**config.mk**
```make
export PLATFORM = sky130hd
export DESIGN_NAME = pwm_capture_flat
export DESIGN_NICKNAME = d
export VERILOG_FILES = /design/src/rtl/pwm_capture_if.sv /design/src/rtl/pwm_capture.sv /design/src/flat_wrapper.sv
export SDC_FILE = /design/constraint.sdc
export NUM_CORES = 1
export LEC_CHECK = 0
export ABC_AREA = 1
export BUFFER_PORTS_ARGS = -buffer_cell sky130_fd_sc_hd__buf_2
export CORE_ASPECT_RATIO = 0.9
export CORE_MARGIN = 3
export CORE_UTILIZATION = 55
export DETAILED_ROUTE_END_ITERATION = 7
export GPL_TIMING_DRIVEN = 0
export PLACE_DENSITY = 0.77
export SLEW_MARGIN = 30
export SYNTH_ARGS = -nofsm -noshare
export SYNTH_HDL_FRONTEND = slang
export SYNTH_SLANG_ARGS = --single-unit
```
**constraint.sdc**
```tcl
create_clock -name clock -period 2.9 [get_ports clock]
set_input_delay 0.58 -clock clock [delete_from_list [all_inputs] [get_ports clock]]
set_output_delay 0.58 -clock clock [all_outputs]
set_load 0.03 [all_outputs]
```
**src/rtl/pwm_capture_if.sv**
```systemverilog
// Signal bundle between a PWM capture block and its consumer: the sampled
// input and prescaler setting going in, measured widths and status coming out.
interface pwm_capture_if #(
    parameter int CNT_W = 16
);
    logic             pwm_in;
    logic [7:0]       div;
    logic [CNT_W-1:0] high_count;
    logic [CNT_W-1:0] period_count;
    logic             valid;
    logic             timeout;

    modport master (
        output pwm_in, div,
        input  high_count, period_count, valid, timeout
    );

    modport slave (
        input  pwm_in, div,
        output high_count, period_count, valid, timeout
    );
endinterface

```
**src/rtl/pwm_capture.sv**
```systemverilog
// Measures high time and rise-to-rise period of an asynchronous PWM input in
// prescaled ticks; one tick every div clocks, div=0 disables the block.
module pwm_capture #(
    parameter int SYNC_STAGES = 2,
    parameter int CNT_W       = 16
) (
    input  logic         clock,
    input  logic         reset,
    pwm_capture_if.slave bus
);
    typedef enum logic [1:0] {IDLE, HIGH, LOW} state_t;

    localparam logic [CNT_W-1:0] CNT_MAX = '1;
    localparam logic [CNT_W-1:0] CNT_ONE = {{(CNT_W-1){1'b0}}, 1'b1};

    state_t                 state;
    logic [SYNC_STAGES-1:0] sync_q;
    logic                   hist_q;
    logic [7:0]             div_q;
    logic [7:0]             pre_q;
    logic [CNT_W-1:0]       per_q;
    logic [CNT_W-1:0]       hi_lat_q;
    logic [CNT_W-1:0]       high_q;
    logic [CNT_W-1:0]       period_q;
    logic                   valid_q;
    logic                   timeout_q;

    logic             sync, rise, fall, tick, sat, abort;
    logic [CNT_W-1:0] per_nxt;

    // Both edges pass through the same flops, so widths are not skewed.
    assign sync  = sync_q[SYNC_STAGES-1];
    assign rise  = sync & ~hist_q;
    assign fall  = ~sync & hist_q;
    assign abort = (div_q == 8'd0) || (bus.div != div_q);

    always_comb begin
        tick    = (pre_q == div_q - 8'd1);
        per_nxt = per_q;
        if (tick && per_q != CNT_MAX)
            per_nxt = per_q + CNT_ONE;
        sat = (per_nxt == CNT_MAX);
    end

    always_ff @(posedge clock or negedge reset) begin
        if (!reset) begin
            state     <= IDLE;
            sync_q    <= '0;
            hist_q    <= 1'b0;
            div_q     <= 8'd0;
            pre_q     <= 8'd0;
            per_q     <= '0;
            hi_lat_q  <= '0;
            high_q    <= '0;
            period_q  <= '0;
            valid_q   <= 1'b0;
            timeout_q <= 1'b0;
        end else begin
            sync_q  <= {sync_q[SYNC_STAGES-2:0], bus.pwm_in};
            hist_q  <= sync;
            div_q   <= bus.div;
            valid_q <= 1'b0;
            if (abort) begin
                // Disabled or prescaler changed mid-measurement: drop it quietly.
                state    <= IDLE;
                pre_q    <= 8'd0;
                per_q    <= '0;
                hi_lat_q <= '0;
            end else begin
                case (state)
                    IDLE: begin
                        if (rise) begin
                            state <= HIGH;
                            pre_q <= 8'd0;
                            per_q <= '0;
                        end
                    end
                    default: begin
                        pre_q <= tick ? 8'd0 : pre_q + 8'd1;
                        per_q <= per_nxt;
                        if (state == LOW && rise) begin
                            // Publish and start the next period on the same edge.
                            high_q    <= hi_lat_q;
                            period_q  <= per_nxt;
                            valid_q   <= 1'b1;
                            timeout_q <= 1'b0;
                            state     <= HIGH;
                            pre_q     <= 8'd0;
                            per_q     <= '0;
                        end else if (sat) begin
                            high_q    <= (state == HIGH) ? CNT_MAX : hi_lat_q;
                            period_q  <= CNT_MAX;
                            valid_q   <= 1'b1;
                            timeout_q <= 1'b1;
                            state     <= IDLE;
                            pre_q     <= 8'd0;
                            per_q     <= '0;
                            hi_lat_q  <= '0;
                        end else if (state == HIGH && fall) begin
                            hi_lat_q <= per_nxt;
                            state    <= LOW;
                        end
                    end
                endcase
            end
        end
    end

    assign bus.high_count   = high_q;
    assign bus.period_count = period_q;
    assign bus.valid        = valid_q;
    assign bus.timeout      = timeout_q;
endmodule
```
**src/flat_wrapper.sv**
```systemverilog
// flat-port wrapper written by rule: the top's interface ports become plain ports
module pwm_capture_flat 
#(
    parameter int SYNC_STAGES = 2,
    parameter int CNT_W       = 16
)
  (clock, reset, bus_pwm_in, bus_div, bus_high_count, bus_period_count, bus_valid, bus_timeout);
  pwm_capture_if #(.CNT_W(CNT_W)) bus_i ();
  input  logic clock;
  input  logic reset;
  input wire logic [$bits(bus_i.pwm_in)-1:0] bus_pwm_in;
  input wire logic [$bits(bus_i.div)-1:0] bus_div;
  output wire logic [$bits(bus_i.high_count)-1:0] bus_high_count;
  output wire logic [$bits(bus_i.period_count)-1:0] bus_period_count;
  output wire logic [$bits(bus_i.valid)-1:0] bus_valid;
  output wire logic [$bits(bus_i.timeout)-1:0] bus_timeout;
  assign bus_i.pwm_in = bus_pwm_in;
  assign bus_i.div = bus_div;
  assign bus_high_count = bus_i.high_count;
  assign bus_period_count = bus_i.period_count;
  assign bus_valid = bus_i.valid;
  assign bus_timeout = bus_i.timeout;
  pwm_capture #(.SYNC_STAGES(SYNC_STAGES), .CNT_W(CNT_W)) u_core (.clock(clock), .reset(reset), .bus(bus_i));
endmodule
```
==> flow_results.org, run 1 <==
** Worst setup path
- Highest net fanout along the worst path :: 10
- Critical path launch point type :: flip-flop
- Walking the worst path, the cells encountered are buf_6 > nor2_4 > nand2_2 > inv_2 > nand2_1 > nand2_1 > nand2_2 > nand2_4 > nor2_8 > buf_4 > clkbuf_4 > nand4_1 > nand2_1 > nor2_2 > nand2_1 > nor2_2 > nand2_4 > a21oi_4 > buf_6 > nand2_1 > nand2_1.
- Critical path required time :: 3210 ps
- Grouping stages by cell kind, the critical path spends the most delay in simple AND/OR/NAND/NOR gates.
- Measured in cells, the most critical reg-to-reg path has a length of 21.
- Dominant cell type by count on the critical path :: nand2_1
- For the worst setup path, the data arrival time is 3200 ps.
- In this run the worst setup path begins at u_core.div_q[1].
- Number of buffers and inverters on the critical path :: 5
- The startpoint identified for the worst register-to-register timing path is u_core.div_q[1].
- The largest individual stage delay along the critical path comes from the cell dfrtp_1.
- Delay of the slowest cell on the worst path :: 410 ps
- STA classifies the critical path endpoint as a flip-flop.
- Worst Setup Path Type :: reg -> reg
- The critical path runs through a total of 21 cells.

** GRT
- The number of global-route vias before repair is 4,320.
- For this run the aggregate overflow at the end of global routing stands at 0.
- GR Util All Layers :: 24.7%
- Pin count of the biggest net entering global routing :: 52
- The first global-routing pass estimated 20.9 mm of wire.
- Number of antenna violations at the first check in global routing :: 0

** Status
- Run status :: finished clean

** Clocking
- After clock tree synthesis, the clock-pin slew on the worst setup and hold paths is 90 ps.
- For the worst-skew pair, the clock arrives at the later sink with an insertion delay of 360 ps.
- The H-tree was split into 3 levels.
- CTS tree :: built
- Counting the buffers created by CTS gives 9.
- Root cell of the clock tree :: clkbuf_8
- Cts hold-fix bufs :: 0
- Clock sink total :: 87
- CTS Buffer Depth :: 2

** Detailed routing
- The routed design has 13.5 mm of wire.
- Post-DR vias/cell :: 5.36
- DR pass1 iterations :: 5
- After detailed routing, the number of remaining DRC violations is 0.
- After detailed routing, the average wire length per cell comes to 14.9 um.
- The detail route stage leaves a number of antenna-violating nets equal to 0.
- Count of vias placed by the detailed router :: 4,827
- The first routing iteration left 308 violations.

** Placed design
- Half-perimeter wire length after detailed placement :: 8.90 mm
- OpenSTA, run right after detailed placement, puts the worst setup slack at -246 ps.
- At the end of routability-driven placement, the weighted congestion stood at 0.925.
- Counting tap cells, the placed design contains a total of 859 instances.
- During placement, the flow inserted port buffers numbering 44.

** Timing
- Transition time at the pin with the least slew margin :: 672 ps
- Relative slew slack :: 55.2%
- The number of hold violations in the final report was 0.
- After layout, the minimum clock period comes to 2890 ps.
- The max-slew violation count was 0.
- RSZ-0062 raised after global routing :: true
- Across the routed clock network, the largest skew measured is 6.63 ps.
- Setup slack closes at 9.30 ps.
- Final critical-path share of the clock period :: 99.7%
- Total setup violations reported at the end of the flow :: 0
- Max Freq :: 0.346 GHz

** Floorplan
- 45 I/O pins were placed.
- Area of the die :: 0.0103 mm^2
- From bottom edge to top edge, the die measures 96.7 um.
- Die extent in x :: 107 um
- Row cnt :: 32
- For this configuration, the core starts out at a cell density of 57.6%.
- Standard cell core area :: 0.00873 mm^2

** Final layout
- Final instance count without filler cells :: 901
- Net count reported at finish :: 792
- Share of the core filled with cells :: 72.3%
- Fraction of layout cells with a size suffix above 1 :: 28.8%
- The number of antenna diodes in the final layout is 0.
- Relative to the synthesized area, the layout overhead comes to 25.6%.

** Flow run
- Max Cap Violations :: 0

** Synth
- Sequential elements use 43.3% of the synthesized area.
- The mapped netlist covers 0.00503 mm^2.
- Number of warnings issued by yosys :: 0
- Synthesis inferred 87 register bits.
- Total nets after synthesis :: 710
- Mean instance size in the synthesized netlist :: 7.23 um^2
- Synthesis produced a netlist whose cell count is 695.
- Synth cell types :: 31

** Power and ir drop
- Power spread over the standard cell area amounts to 368 mW/mm^2.
- Leakage power of the design :: 3.31 nW
- The worst-case IR drop observed on VDD is 382 uV.

** Min path
- The path class of the tightest hold or removal check is in -> async.
==> report_power, final <==
group / switching (mW) / internal (mW)
Clock: 0.452 / 0.513
Combinational: 0.0802 / 0.0470
Sequential: 0.00878 / 1.22
==> path summary, 6_finish.rpt <==
kind	end	slack [ps]
worst max-delay path	u_core.hi_lat_q[9]	9
worst min-delay path	u_core.per_q[5]	100
worst max register to register	u_core.hi_lat_q[9]	9
worst min register to register	u_core.sync_q[1]	370
max in group asynchronous	u_core.hi_lat_q[10]	2240
min in group clock	u_core.sync_q[0]	320
==> Yosys cell counts, drive strengths merged <==
library cell    n  area [um^2]
nor4            2         12.5
nand4          22          138
inv            62          233
dfrtp          87         2180
nor3            5         25.0
o21ai          30          161
xnor2           6         52.6
or2            20          125
nand2         291         1130
ha              4         50.1
nand3b          5         37.5
buf            15          120
clkbuf         10         38.8
clkinv          1         3.75
xor2           16          140
nor2           66          289
a21oi           3         26.3
nand3          50          263
==> routing by layer <==
layer | vias to the layer above | share of wire (%) | GRT usage (%)
met4 | 0 | 1.9 | 7.77
met3 | 23 | 5.8 | 3.80
met5 | - | 0 | 0
met1 | 2315 | 46 | 36.7
met2 | 159 | 47 | 37.3
li1 | 2330 | - | -
==> cells by family after synthesis <==
| kind of cell | after synthesis | share of synthesized area (%) |
|---|---|---|
| AOI/OAI and AO/OA | 33 | 3.73 |
| xor gates and xnor gates | 22 | 3.83 |
| adders and majority gates | 4 | 0.996 |
| buffers and inverters | 88 | 7.86 |
| DFF | 87 | 43.3 |
| and+or+nand+nor | 461 | 40.3 |
==> layout make-up <==
| cell class | instances | area, um^2 |
|---|---|---|
| plain buffers | 25 | 213 |
| clock buffers | 10 | 138 |
| clock inverters | 6 | 91.3 |
| fillers | 706 | 2420 |
| inverters | 63 | 236 |
| multi-input cells | 521 | 2780 |
| flip-flops and latches | 87 | 2180 |
| well taps | 119 | 149 |
| repair buffers | 70 | 523 |
==> registers in the layout (all words and copies together) (netlist names) <==
name,flops
u_core.sync_q,2
u_core.bus.period_count,16
u_core.div_q,8
u_core.state,2
u_core.per_q,16
u_core.bus.high_count,16
u_core.bus.valid,1
u_core.hi_lat_q,16
u_core.pre_q,8
u_core.bus.timeout,1
u_core.hist_q,1
==> repair_timing <==
action	CTS	global route
buffers inserted	8	12
setup endpoints to repair	70	76
resized for setup	8	118
pin swaps	2	22
gates cloned	0	6
==> per-stage QoR <==
stage | power [mW] | TNS (ps) | cell area, um^2 | hold WS [ps]
after detailed placement | 1.36 | -13590 | 5430 | 351
after global routing | 2.40 | -5870 | 6310 | 118
after floorplan | 1.31 | 0 | 5030 | 284
after CTS | 2.32 | 0 | 5740 | 107
after global placement | 1.35 | -9400 | 5400 | 345
final | 2.32 | 0 | 6310 | 96.1
==> placed cells by master, fill, tap and decap left out, types with 4 or more instances in the layout <==
master	Yosys	final
o21ai_0	25	24
nor2_2	4	12
nand2_1	280	227
nand4_1	22	22
nor3_1	5	4
nand3b_1	5	5
buf_8	0	5
buf_6	6	9
clkbuf_1	9	7
nand2_2	8	45
xor2_1	16	16
inv_2	2	6
nand2_4	3	18
nor2_1	59	50
clkbuf_16	0	4
clkbuf_8	0	10
or2_2	20	20
xnor2_1	6	6
dfrtp_1	87	84
inv_1	60	56
nand3_1	49	46
buf_4	3	21
buf_2	6	43
No activity file was read; power rests on OpenSTA's default activity.
==> run 2: changes to the inputs <==
BUFFER_PORTS_ARGS = unset   (was -buffer_cell sky130_fd_sc_hd__buf_2)
DONT_BUFFER_PORTS = 1   (was unset)
PLACE_DENSITY = 0.72   (was 0.77)
==> flow_results.org, run 2 (same netlist as run 1, synthesis figures left out) <==
** Clocking
- Root cell of the clock tree :: clkbuf_8
- The clock sink count came to 87 (unchanged).
- The number of buffers created by CTS is 9 (unchanged).
- The depth of the CTS H-tree came to 3 (unchanged).
- CTS tree :: built
- Later-pin clock latency in the skew report :: 370 ps (about the same)
- The clock transition time at the flip-flop clock pins of the worst setup and hold paths came to 100 ps (about the same).
- The buffer levels on the longest clock path came to 2 (unchanged).

** Floorplan
- The row count was 32 (unchanged).
- The floorplan die width is 107 um (unchanged).
- Height of the die :: 96.7 um (unchanged)
- Standard cell core area :: 0.00873 mm^2 (unchanged)
- Area of the die :: 0.0103 mm^2 (unchanged)
- The count of pins on the block boundary came to 45 (unchanged).
- Starting Density :: 57.6% (unchanged)

** Status
- The run finished with clean final reports.

** Worst setup path
- The critical path's largest stage delay was 410 ps (about the same).
- By instance count, the cell type seen most on the critical path is nor2_4.
- The critical path in this run is classified as reg -> reg.
- The worst setup path is captured at a flip-flop.
- Critical path required time :: 3200 ps (about the same)
- The critical path ends at u_core.hi_lat_q[14].
- Worst r2r path cells :: 19 (-9.5%)
- Reg-to-Reg End :: u_core.hi_lat_q[14]
- Startpoint of the most critical register-to-register path :: u_core.div_q[1]
- Number of logic stages on the critical path including buffering :: 19 (-9.5%)
- The worst setup path is launched from a flip-flop.
- Highest net fanout along the worst path :: 7 (-3)
- Worst Path Arrival :: 3180 ps (-20 ps)
- The buffer and inverter count on the worst path was 4 (-1).
- Critical path startpoint :: u_core.div_q[1]
- The critical path goes through buf_6 > nor2_4 > buf_4 > nand3_1 > nand3_1 > nand3_2 > nor2_4 > nand3_4 > buf_8 > nand2_2 > nand2_4 > nor2_4 > nand2_2 > nor2_4 > nand2_4 > a21oi_4 > buf_6 > nand2_1 > nand2_1.
- The kind of cell with the highest combined delay along the critical path is simple AND/OR/NAND/NOR gates.
- Among all stages on the critical path, the largest delay is contributed by dfrtp_1.
- The setup slack on the worst flop-to-flop path was 20 ps (about the same).

** Power and ir drop
- Largest voltage drop on the vdd net :: 284 uV (-26%)
- The leakage power came to 3.09 nW (-6.5%).
- The clock share of power came to 41.6% (about the same).
- Switching Power :: 0.547 mW (+1.2%)
- The total design power was 2.30 mW (-0.89%).
- Switching share of power :: 23.8% (+0.48 points)
- Total internal power :: 1.75 mW (-1.5%)
- Part of the total power dissipated in sequential elements :: 53.4% (+0.5 points)
- The power share of the combinational group is 5.0% (-0.5 points).
- Ratio of total power to cell area :: 379 mW/mm^2 (+3.1%)

** GRT
- The pin count of the biggest net entering global routing was 88 (+69%).
- Via count of the first global-routing pass :: 4,226 (-2.2%)
- The overflow left after global routing was 0 (unchanged).
- The number of antenna violations at the first check in global routing was 0 (unchanged).
- GR Util All Layers :: 24.5% (-0.29 points)
- Global-route wire length before repair :: 20.5 mm (-1.7%)

** Final layout
- The ratio of cells with drive above 1 in the final layout was 21.6% (-7.2 points).
- The storage element area came to 0.00218 mm^2 (unchanged).
- Fillcell total :: 757 (+7.2%)
- Most frequent standard cell in the layout excluding fill and tap cells :: nand2_1
- Area Overhead vs Synth :: 20.7%
- N_diodes :: 0 (unchanged)
- Footprint of the multi-input gates :: 0.00272 mm^2 (-2.2%)
- The post-layout net count was 755 (-4.7%).
- Commonest non-fill, non-tap cells in the layout :: 252 x nand2_1, 84 x dfrtp_1, 57 x inv_1
- The final non-filler cell total is 864 (-4.1%).

** Flow run
- Max Cap Violations :: 0 (unchanged)

** Timing
- Final critical-path share of the clock period :: 99.2% (-0.49 points)
- Relative slew slack :: 56.3% (+1.2 points)
- The count of final setup violators came to 0 (unchanged).
- Setup skew after layout :: 15.6 ps (+8.93 ps)
- The number of hold violations in the final report was 0 (unchanged).
- Transition time at the pin with the least slew margin :: 655 ps (-17.6 ps)
- Min cycle time layout :: 2880 ps (-14.2 ps)
- The max-slew violation count came to 0 (unchanged).
- RSZ-0062 raised after global routing :: true
- The maximum achievable frequency came to 0.348 GHz (+0.49%).

** Detailed routing
- DR pass1 iterations :: 5 (unchanged)
- The number of vias after detailed routing is 4,605 (-4.6%).
- Total wirelength of the detailed-routed design :: 13.3 mm (-1.4%)
- The count of routing violations after the opening detailed-route iteration came to 333 (+8.1%).
- Top routing layer used :: met4
- Count of unresolved DRC violations after routing :: 0 (unchanged)
- Length of routed wiring on met1 :: 6.11 mm (-0.39%)
- Routed length on met2 :: 6.08 mm (-3.4%)
- The detailed-routed wire length on met3 was 921 um (+19%).
- Remaining number of nets flagged by the antenna check after routing :: 0 (unchanged)
- The per-cell routed wire length was 15.4 um (+2.9%).
- The ratio of routed vias to standard cells came to 5.33 (-0.51%).

** Placed design
- The number of input and output port buffers inserted came to 0 (-100%).
- The placed wire-length estimate was 8.63 mm (-3.0%).
- The placed cell count was 814 (-5.2%).
- Placer's final routability congestion estimate :: 0.909 (-1.7%)

** Min path
- Tightest Hold Check Type :: in -> async
run 2: repair_timing:
action                                 4_1_cts  5_1_grt
pin swaps                                    4       19
resized for setup                           12       83
endpoints found under the hold margin       87        0
setup endpoints to repair                   74       76
hold buffers                                 1        0
gates cloned                                 1        7
setup buffers                                8       18
run 2: worst reg2reg max path, cell delays in order, from the launching register on:
cell and delay [ps]:
dfrtp_1 410, buf_6 130, nor2_4 140, buf_4 130
nand3_1 50, nand3_1 100, nand3_2 100, nor2_4 170
nand3_4 170, buf_8 190, nand2_2 80, nand2_4 90
nor2_4 160, nand2_2 90, nor2_4 120, nand2_4 110
a21oi_4 300, buf_6 180, nand2_1 60, nand2_1 60
run 2: per-layer routing:
metal  vias to the layer above  track usage [%]
li1                       2265                -
met1                      2174             36.4
met2                       150             36.9
met3                        16             4.74
met4                         0             5.70
met5                         -                0
run 2: power by group through the flow:
stage	registers (mW)	logic [mW]	clock network [mW]
finish	1.23	0.114	0.957
detailed placement	1.25	0.0667	0
global route	1.23	0.129	1.02
global placement	1.25	0.0648	0
CTS	1.23	0.102	0.970
floorplan	1.25	0.0549	0
run 2: area by class of cell:
| type | count | area share (%) |
|---|---|---|
| multi-input combinational | 522 | 44.8 |
| sequential | 87 | 35.9 |
| timing repair buffer | 33 | 6.04 |
| inverter | 63 | 3.90 |
| buffer | 24 | 3.18 |
| tap | 119 | 2.45 |
| clock buffer | 10 | 2.10 |
| clock inverter | 6 | 1.55 |
run 2: worst min path at each step:
| stage | start | end | cells after the start |
|---|---|---|---|
| after floorplan | reset | u_core.bus.high_count[0] | 0 |
| after global placement | reset | u_core.per_q[6] | 0 |
| after detailed placement | reset | u_core.per_q[3] | 0 |
| after CTS | reset | u_core.bus.high_count[6] | 1 |
| after global routing | reset | u_core.bus.high_count[12] | 1 |
| final | reset | u_core.per_q[4] | 1 |
run 2: per-stage QoR:
stage	util, %	setup TNS, ps	instance area [um^2]	hold WS [ps]	setup WS [ps]
2_1_floorplan	-	0	5030	284	285
6_report	69.5	0	6070	108	23.5
3_3_place_gp	59.3	-11110	5180	287	-213
3_5_place_dp	59.3	-16520	5180	288	-318
4_1_cts	63.3	0	5520	135	0.542
5_1_grt	69.5	-4910	6070	146	-124
